**config.mk**
```make
export PLATFORM = sky130hd
export DESIGN_NAME = pipe_sequencer
export DESIGN_NICKNAME = d
export VERILOG_FILES = /design/src/rtl/pipe_sequencer.sv
export SDC_FILE = /design/constraint.sdc
export NUM_CORES = 1
export LEC_CHECK = 0
export ABC_AREA = 1
export CAP_MARGIN = 20
export CORE_UTILIZATION = 34
export CTS_CLUSTER_DIAMETER = 150
export DETAILED_ROUTE_END_ITERATION = 10
export SETUP_SLACK_MARGIN = 0.3
export SYNTH_ARGS = -nofsm -noshare
export SYNTH_HDL_FRONTEND = slang
export SYNTH_SLANG_ARGS = --single-unit
```
**constraint.sdc**
```tcl
create_clock -name i_clk -period 5 [get_ports i_clk]
set_input_delay 0.75 -clock i_clk [delete_from_list [all_inputs] [get_ports i_clk]]
set_output_delay 0.75 -clock i_clk [all_outputs]
set_load 0.02 [all_outputs]
```
**src/rtl/pipe_sequencer.sv**
```systemverilog
// pipe_sequencer: frame-synchronous controller for the capture pipeline.
// Sequences camera configuration with timeout and retry. Aligns pipe flushes and Gaussian LPF
// enable changes to start-of-frame. Counts frame-buffer writes per frame. Resynchronises to the
// next frame after an LPF error.
// Ports:
//   i_clk, i_rstn      clock, synchronous active-low reset
//   i_sof              start-of-frame pulse
//   i_cfg_done         camera config complete (level)
//   i_sw_gaussian      asynchronous board switch, synchronised here
//   i_lpf_error        LPF error (level or pulse)
//   i_wr               frame-buffer write strobe
//   o_cfg_start        one-cycle config start pulse
//   o_gaussian_enable  LPF enable, changes only at a flush start
//   o_pipe_flush       pipeline flush
//   o_frame_done/err   frame closed with exact / wrong write count
//   o_frame_count      good-frame counter (wraps)
//   o_fault            sticky config failure
//   o_state            IDLE=0 CFG=1 SYNC=2 FLUSH=3 RUN=4 FAULT=5
module pipe_sequencer #(
  parameter int unsigned FRAME_PIXELS = 230400,
  parameter int unsigned FLUSH_CYCLES = 16,
  parameter int unsigned CFG_TIMEOUT  = 12500000,
  parameter int unsigned CFG_RETRIES  = 3
) (
  input  logic        i_clk,
  input  logic        i_rstn,
  input  logic        i_sof,
  input  logic        i_cfg_done,
  input  logic        i_sw_gaussian,
  input  logic        i_lpf_error,
  input  logic        i_wr,
  output logic        o_cfg_start,
  output logic        o_gaussian_enable,
  output logic        o_pipe_flush,
  output logic        o_frame_done,
  output logic        o_frame_err,
  output logic [15:0] o_frame_count,
  output logic        o_fault,
  output logic [2:0]  o_state
);

  typedef enum logic [2:0] {
    StIdle  = 3'd0,
    StCfg   = 3'd1,
    StSync  = 3'd2,
    StFlush = 3'd3,
    StRun   = 3'd4,
    StFault = 3'd5
  } state_e;

  localparam int unsigned TimerW = $clog2(CFG_TIMEOUT + 1);

  state_e              state_q, state_d;
  logic                started_q, started_d;
  logic [TimerW-1:0]   timer_q, timer_d;
  logic [7:0]          retry_q, retry_d;
  logic [7:0]          flush_cnt_q, flush_cnt_d;
  logic [17:0]         wr_cnt_q, wr_cnt_d;
  logic [17:0]         wr_total;
  logic                sw_meta_q, sw_sync_q;
  logic                cfg_start_q, cfg_start_d;
  logic                gauss_q, gauss_d;
  logic                flush_q, flush_d;
  logic                done_q, done_d;
  logic                err_q, err_d;
  logic [15:0]         frame_count_q, frame_count_d;
  logic                fault_q, fault_d;
  logic                enter_cfg, enter_flush;

  // A write coincident with the closing sof belongs to the closing frame.
  assign wr_total = (wr_cnt_q == 18'h3ffff) ? wr_cnt_q : wr_cnt_q + {17'd0, i_wr};

  always_comb begin
    state_d       = state_q;
    started_d     = started_q;
    timer_d       = timer_q;
    retry_d       = retry_q;
    flush_cnt_d   = flush_cnt_q;
    wr_cnt_d      = wr_cnt_q;
    cfg_start_d   = 1'b0;
    gauss_d       = gauss_q;
    done_d        = 1'b0;
    err_d         = 1'b0;
    frame_count_d = frame_count_q;
    enter_cfg     = 1'b0;
    enter_flush   = 1'b0;

    unique case (state_q)
      // started_q gives IDLE one visible cycle after reset release.
      StIdle: begin
        if (started_q) enter_cfg = 1'b1;
        else           started_d = 1'b1;
      end
      StCfg: begin
        if (i_cfg_done) begin
          state_d = StSync;
        end else if (timer_q == TimerW'(CFG_TIMEOUT)) begin
          if (retry_q < 8'(CFG_RETRIES)) enter_cfg = 1'b1;
          else                           state_d   = StFault;
        end else begin
          timer_d = timer_q + 1'b1;
        end
      end
      StSync: begin
        if (i_sof) enter_flush = 1'b1;
      end
      StFlush: begin
        if (flush_cnt_q == 8'(FLUSH_CYCLES - 1)) begin
          state_d  = StRun;
          wr_cnt_d = '0;
        end else begin
          flush_cnt_d = flush_cnt_q + 8'd1;
        end
      end
      StRun: begin
        if (i_lpf_error) begin
          // Error wins over a coincident sof; the partial frame is dropped silently.
          state_d = StSync;
        end else if (i_sof) begin
          if (wr_total == 18'(FRAME_PIXELS)) begin
            done_d        = 1'b1;
            frame_count_d = frame_count_q + 16'd1;
          end else begin
            err_d = 1'b1;
          end
          wr_cnt_d = '0;
          if (sw_sync_q != gauss_q) enter_flush = 1'b1;
        end else begin
          wr_cnt_d = wr_total;
        end
      end
      StFault: state_d = StFault;
      default: state_d = StIdle;
    endcase

    if (enter_cfg) begin
      state_d     = StCfg;
      cfg_start_d = 1'b1;
      timer_d     = '0;
      retry_d     = retry_q + 8'd1;
    end
    if (enter_flush) begin
      state_d     = StFlush;
      flush_cnt_d = '0;
      gauss_d     = sw_sync_q;
    end
  end

  assign flush_d = (state_d == StFlush);
  assign fault_d = (state_d == StFault);

  always_ff @(posedge i_clk) begin
    if (!i_rstn) begin
      state_q       <= StIdle;
      started_q     <= 1'b0;
      timer_q       <= '0;
      retry_q       <= '0;
      flush_cnt_q   <= '0;
      wr_cnt_q      <= '0;
      sw_meta_q     <= 1'b0;
      sw_sync_q     <= 1'b0;
      cfg_start_q   <= 1'b0;
      gauss_q       <= 1'b0;
      flush_q       <= 1'b0;
      done_q        <= 1'b0;
      err_q         <= 1'b0;
      frame_count_q <= '0;
      fault_q       <= 1'b0;
    end else begin
      state_q       <= state_d;
      started_q     <= started_d;
      timer_q       <= timer_d;
      retry_q       <= retry_d;
      flush_cnt_q   <= flush_cnt_d;
      wr_cnt_q      <= wr_cnt_d;
      sw_meta_q     <= i_sw_gaussian;
      sw_sync_q     <= sw_meta_q;
      cfg_start_q   <= cfg_start_d;
      gauss_q       <= gauss_d;
      flush_q       <= flush_d;
      done_q        <= done_d;
      err_q         <= err_d;
      frame_count_q <= frame_count_d;
      fault_q       <= fault_d;
    end
  end

  assign o_cfg_start       = cfg_start_q;
  assign o_gaussian_enable = gauss_q;
  assign o_pipe_flush      = flush_q;
  assign o_frame_done      = done_q;
  assign o_frame_err       = err_q;
  assign o_frame_count     = frame_count_q;
  assign o_fault           = fault_q;
  assign o_state           = state_q;

endmodule

```
==> results of run 1 <==
worst reg2reg max path, cell delays in order, from the launching register on:
cell and delay [ns]:
dfxtp_1 0.36, inv_1 0.11, nor4_1 0.28, nand2_1 0.13
nor3_1 0.23, nand2_1 0.11, nand2_1 0.55, inv_1 0.39
nand3_1 0.24, nand2_1 0.06, nor3b_1 0.13
final cells by class:
cell class                 instances  area (um2)  share of cell area, %
sequential                        86        1720                   29.7
tap                              180         225                   3.88
clock inverter                     7         104                   1.79
multi-input combinational        581        2780                   47.9
clock buffer                       9         225                   3.88
inverter                         102         383                   6.60
timing repair buffer              35         360                   6.21
per-stage QoR:
stage,hold slack (ns),instance area [um2],total power (uW),worst slack (ns)
2_1_floorplan,0.390,4960,827,2.38
3_3_place_gp,0.395,5440,878,1.47
3_5_place_dp,0.397,5440,878,1.41
4_1_cts,0.414,5770,1630,1.75
5_1_grt,0.445,5800,1680,1.53
6_report,0.413,5800,1610,1.79
cells by family after synthesis:
group	Yosys count	share of synthesized area [%]
AND/OR/NAND/NOR	476	42.3
buffers and inverters	119	9.35
flip-flops	86	34.7
AO/OA/AOI/OAI	75	7.89
XOR/XNOR	23	4.06
adder cells (fa/ha/maj)	7	1.76
layout by cell type, fill, tap and decap left out, drive strengths merged:
| master | netlist | final |
|---|---|---|
| nand2 | 225 | 225 |
| nor2 | 117 | 117 |
| inv | 99 | 102 |
| dfxtp | 86 | 86 |
| nand3 | 62 | 62 |
| a21oi | 55 | 55 |
| clkdlybuf4s50 | 0 | 31 |
| nand4 | 30 | 30 |
| nor3 | 19 | 19 |
| xor2 | 14 | 14 |
| o21ai | 14 | 14 |
| xnor2 | 9 | 9 |
| clkbuf | 11 | 9 |
| nor4 | 7 | 7 |
| ha | 7 | 7 |
| nand3b | 6 | 6 |
| nor3b | 4 | 4 |
| clkinv | 3 | 4 |
| buf | 6 | 4 |
| a211oi | 3 | 3 |
| and3 | 2 | 2 |
| or2 | 2 | 2 |
| bufinv | 0 | 2 |
| o31ai | 1 | 1 |
| or3 | 1 | 1 |
| and2 | 1 | 1 |
| a22oi | 1 | 1 |
| a31o | 1 | 1 |
| clkinvlp | 0 | 1 |
where the power goes:
group	switching (uW)	internal, uW
logic	99.7	47.4
registers	15.8	702
clock network	304	446
total	420	1200
sequential cells by signal, summed over array words and instances (netlist names):
register	count
wr_cnt_q	18
o_state	3
sw_meta_q	1
retry_q	8
o_gaussian_enable	1
o_cfg_start	1
timer_q	24
sw_sync_q	1
flush_cnt_q	8
o_fault	1
o_frame_err	1
o_frame_count	16
o_frame_done	1
started_q	1
o_pipe_flush	1
synth_stat cells, drive strengths merged (7+ instances only):
master,number,area (um2)
nand2,225,857
nor2,117,482
inv,99,372
dfxtp,86,1720
nand3,62,320
a21oi,55,275
nand4,30,188
nor3,19,95.1
o21ai,14,70.1
xor2,14,123
clkbuf,11,41.3
xnor2,9,78.8
ha,7,87.6
nor4,7,43.8
worst paths after layout:
check                                from                              to  slack, ns  depth (start not counted)
setup reg to reg  timer_q[5]$_SDFFE_PP0P_         timer_q[9]$_SDFFE_PP0P_       2.28                         10
hold reg to reg      sw_meta_q$_SDFF_PN0_            sw_sync_q$_SDFF_PN0_       0.41                          2
setup / recovery                     i_wr  o_frame_count[12]$_SDFFE_PN0P_       1.79                         16
hold / removal       sw_meta_q$_SDFF_PN0_            sw_sync_q$_SDFF_PN0_       0.41                          2
layer usage:
metal | GRT usage [%] | vias up | wire length (um)
met4 | 4.80 | 0 | 87
met2 | 27.7 | 77 | 5420
li1 | - | 2581 | -
met5 | 0 | - | 0
met1 | 23.6 | 2169 | 6280
met3 | 2.83 | 7 | 454
==> flow_summary.toml, run 1 <==
[run_status]
status = "complete, no violations"

[clock_tree]
cts_sinks = 86
cts_tree = "yes"
cts_setup_buffers = 0
cts-root-buf = "clkbuf_16"
clk_latency_ns = 0.34
h-tree-depth = 3
ctsResizeCount = 0
clk_path_buf_depth = 2
ctsHoldBuffers = 0
cts_inserted_buffers = 9
cts.reportedPaths.clkPinSlew_ns = 0.07

[route]
drt-pass1-iter-count = 5
routedWlPerCell_um = 12.2
avgViaCountPerCell = 4.83
dr.first_iter.drc_count = 254
antenna_left = 0
drcViolationCount = 0
totalWireLength_mm = 12.2
vias = 4834

[timing]
worst_pin_slew_ns = 0.864
skew_ns = 0.0110
grt_setup_unrepaired = "false"
fmax_mhz = 312
setup_violations = 0
period_minus_slack_ns = 3.21
finalCritPeriodShare_pct = 64.2
relSlewSlack_pct = 42.2
final-hold-violation-count = 0
fin_tns_setup_ns = 0
maxSlewViolCount = 0

[die]
io_pins = 32
initial_core_util_pct = 35.4
core_area_mm2 = 0.0140
die_w_um = 123
num_rows = 43
die_h_um = 123
die_area_mm2 = 0.0151

[place]
gp_congestion = 0.905
dp.cells = 983
port_buffers = 31
place_hpwl_mm = 8.91

[setup_path]
path_cells = "clkdlybuf4s50_1 -> ha_1 -> ha_1 -> nand3_2 -> inv_2 -> nand3_1 -> nand2_1 -> nand2_1 -> nor2_1 -> nand2_1 -> nor2_4 -> nand3_2 -> nor2_2 -> nand3_1 -> nand2_1 -> nor2_1"
cpPeakStageDelay_ns = 0.46
cpMostUsedCell = "nand2_1"
worst_setup_path_start_kind = "primary input"
critical_path.max_fanout = 11
crit_buf_inv = 2
crit_type = "in2reg"
cp.required_ns = 5.23
worst_path_dominant_cell_family = "simple AND/OR/NAND/NOR gates"
crit_path_end_kind = "flip-flop"
arrival_ns = 3.44
cp_slowest_cell = "clkdlybuf4s50_1"

[finish]
antennaDiodeCount = 0
fin_util_pct = 41.3
drive_gt1_share_pct = 5.00
n_fill_cell = 1475
nets = 829
area_growth_pct = 16.8
layout.cells.non_filler = 1000

[grt]
grt_first_pass_wirelength_mm = 20.8
antenna_found_initial = 0
grt_max_degree = 35
gr-total-overflow = 0
grt_use_total_pct = 17.2
grt_pass1_vias = 4352

[logic_synthesis]
ys_types = 35
async_flop_share_pct = 0
synth_edf_count = 0
synth_ff_type = "dfxtp_1"
ys_seq_area_share_pct = 34.7
yosysWarnings = 0
syn_nets = 800
synth.avg_cell_area_um2 = 6.32
syn_area_mm2 = 0.00496
netlist_instances = 786
ys_ff_latch = 86

[pwr]
vdd_drop_max_uv = 142
leakagePower_uw = 0.00227
powerDensity_mw_per_mm2 = 278

[run]
maxCapViolCount = 0

[worst_hold_path]
hold_class = "reg2reg"
No activity file was read; power rests on OpenSTA's default activity.
==> inputs of run 2 (changes only) <==
Clock period 5 ns to 3.3 ns, I/O delays scaled along.
==> flow_summary.toml, run 2 (synthesized netlist as in run 1, its figures left out) <==
[run_status]
status = "complete, no violations"

[setup_path]
critical_path.max_fanout = 11
crit_path_end_kind = "flip-flop"
reg2reg_depth = 14
cp.required_ns = 3.53
crit_type = "in2reg"
arrival_ns = 2.96
worst_setup_path_start_kind = "primary input"

[pwr]
powerDensity_mw_per_mm2 = 401
vdd_drop_max_uv = 185
leakagePower_uw = 0.00227

[timing]
final-hold-violation-count = 0
worst_slack_ns = 0.563
whs_ns = 0.421
fmax_mhz = 365
maxSlewViolCount = 0
relSlewSlack_pct = 60.7
period_minus_slack_ns = 2.74
worst_pin_slew_ns = 0.585
fin_tns_setup_ns = 0
grt_setup_unrepaired = "true"
finalCritPeriodShare_pct = 83.0
skew_ns = 0.00954
setup_violations = 0

[place]
gp_congestion = 0.919
pre_cts_slack_ns = 0.118
port_buffers = 31
place_hpwl_mm = 9.12

[route]
drcViolationCount = 0
avgViaCountPerCell = 4.83
drt-pass1-iter-count = 5
dr.first_iter.drc_count = 267
vias = 4854
routedWlPerCell_um = 12.3
antenna_left = 0
totalWireLength_mm = 12.3

[finish]
antennaDiodeCount = 0
fin_util_pct = 41.2
final_cell_mix = "nand2_1, nor2_1, inv_1"
final_common_cell = "nand2_1"
top_register = "timer_q"
area_growth_pct = 16.5
drive_gt1_share_pct = 5.58
largest_reg_flops = 24
nets = 834

[die]
die_w_um = 123
die_h_um = 123
num_rows = 43
initial_core_util_pct = 35.4
core_area_mm2 = 0.0140
io_pins = 32
die_area_mm2 = 0.0151

[grt]
grt_first_pass_wirelength_mm = 20.6
grt_use_total_pct = 17.3
grt_max_degree = 26
gr-total-overflow = 0
grt_pass1_vias = 4393
antenna_found_initial = 0

[run]
maxCapViolCount = 0

[clock_tree]
cts_inserted_buffers = 9
cts.reportedPaths.clkPinSlew_ns = 0.07
cts_sinks = 86
h-tree-depth = 3
cts_tree = "yes"
ctsHoldBuffers = 0
cts-root-buf = "clkbuf_16"
clk_path_buf_depth = 2
clk_latency_ns = 0.35

[worst_hold_path]
hold_path_depth = 2
hold_class = "reg2reg"
[run 2: changes by cell type in the layout (fill, tap and decap cells not counted)]
| cell | delta |
|---|---|
| clkinv_4 | +1 |
| inv_6 | +1 |
| nor2_2 | -2 |
| buf_4 | +6 |
| clkinv_2 | -1 |
| nor2_4 | +2 |
| buf_16 | -1 |
| bufinv_16 | -2 |
| clkinvlp_4 | +1 |
[run 2: what timing repair did]
action	CTS	global route
buffers inserted	0	1
gates resized for setup	0	2
setup endpoints to repair	0	15
[run 2: worst max-delay path: stages]
cell and delay, ns:
clkdlybuf4s50_1 0.46, ha_1 0.22, ha_1 0.22, nand3_2 0.15
inv_2 0.13, nand2_1 0.07, nand2_1 0.06, nand2_1 0.05
inv_1 0.04, nand2_1 0.07, nor2_1 0.13, nand2_1 0.06
nor2_1 0.15, nand3_2 0.16, nor2_4 0.28, nand3_1 0.11
nand2_1 0.08, nor2_1 0.04
[run 2: layout make-up]
cell class / instances / area (um2)
fill: 1455 / 8260
tap: 180 / 225
multi-input combinational: 581 / 2790
inverter: 102 / 383
clock buffer: 9 / 225
clock inverter: 7 / 63.8
timing repair buffer: 40 / 378
sequential: 86 / 1720
[run 2: stage by stage]
stage	area (um2)	power [uW]	instances
after CTS	5770	2350	1004
after detailed placement	5480	1340	988
final	5790	2320	1005
after global placement	5480	1340	988
after global routing	5790	2420	1005
after floorplan	4960	1250	786
[run 2: final timing paths]
| check | end | slack [ns] | startpoint |
|---|---|---|---|
| worst max register to register | o_frame_count[1]$_SDFFE_PN0P_ | 0.79 | wr_cnt_q[13]$_SDFFE_PN0P_ |
| worst min-delay path | sw_sync_q$_SDFF_PN0_ | 0.42 | sw_meta_q$_SDFF_PN0_ |
| worst max-delay path | o_frame_count[7]$_SDFFE_PN0P_ | 0.56 | i_wr |
| worst min register to register | sw_sync_q$_SDFF_PN0_ | 0.42 | sw_meta_q$_SDFF_PN0_ |
[run 2: report_power, final]
group	internal [uW]	switching, uW	total, uW
clock	528	476	1000
sequential	1060	23.1	1090
combinational	77.2	152	229
[run 2: layer usage]
| layer | up-vias | track usage, % | wire (um) |
|---|---|---|---|
| met4 | 0 | 7.39 | 218 |
| met2 | 84 | 27.4 | 5470 |
| li1 | 2592 | - | - |
| met5 | - | 0 | 0 |
| met3 | 15 | 2.65 | 388 |
| met1 | 2163 | 23.2 | 6250 |
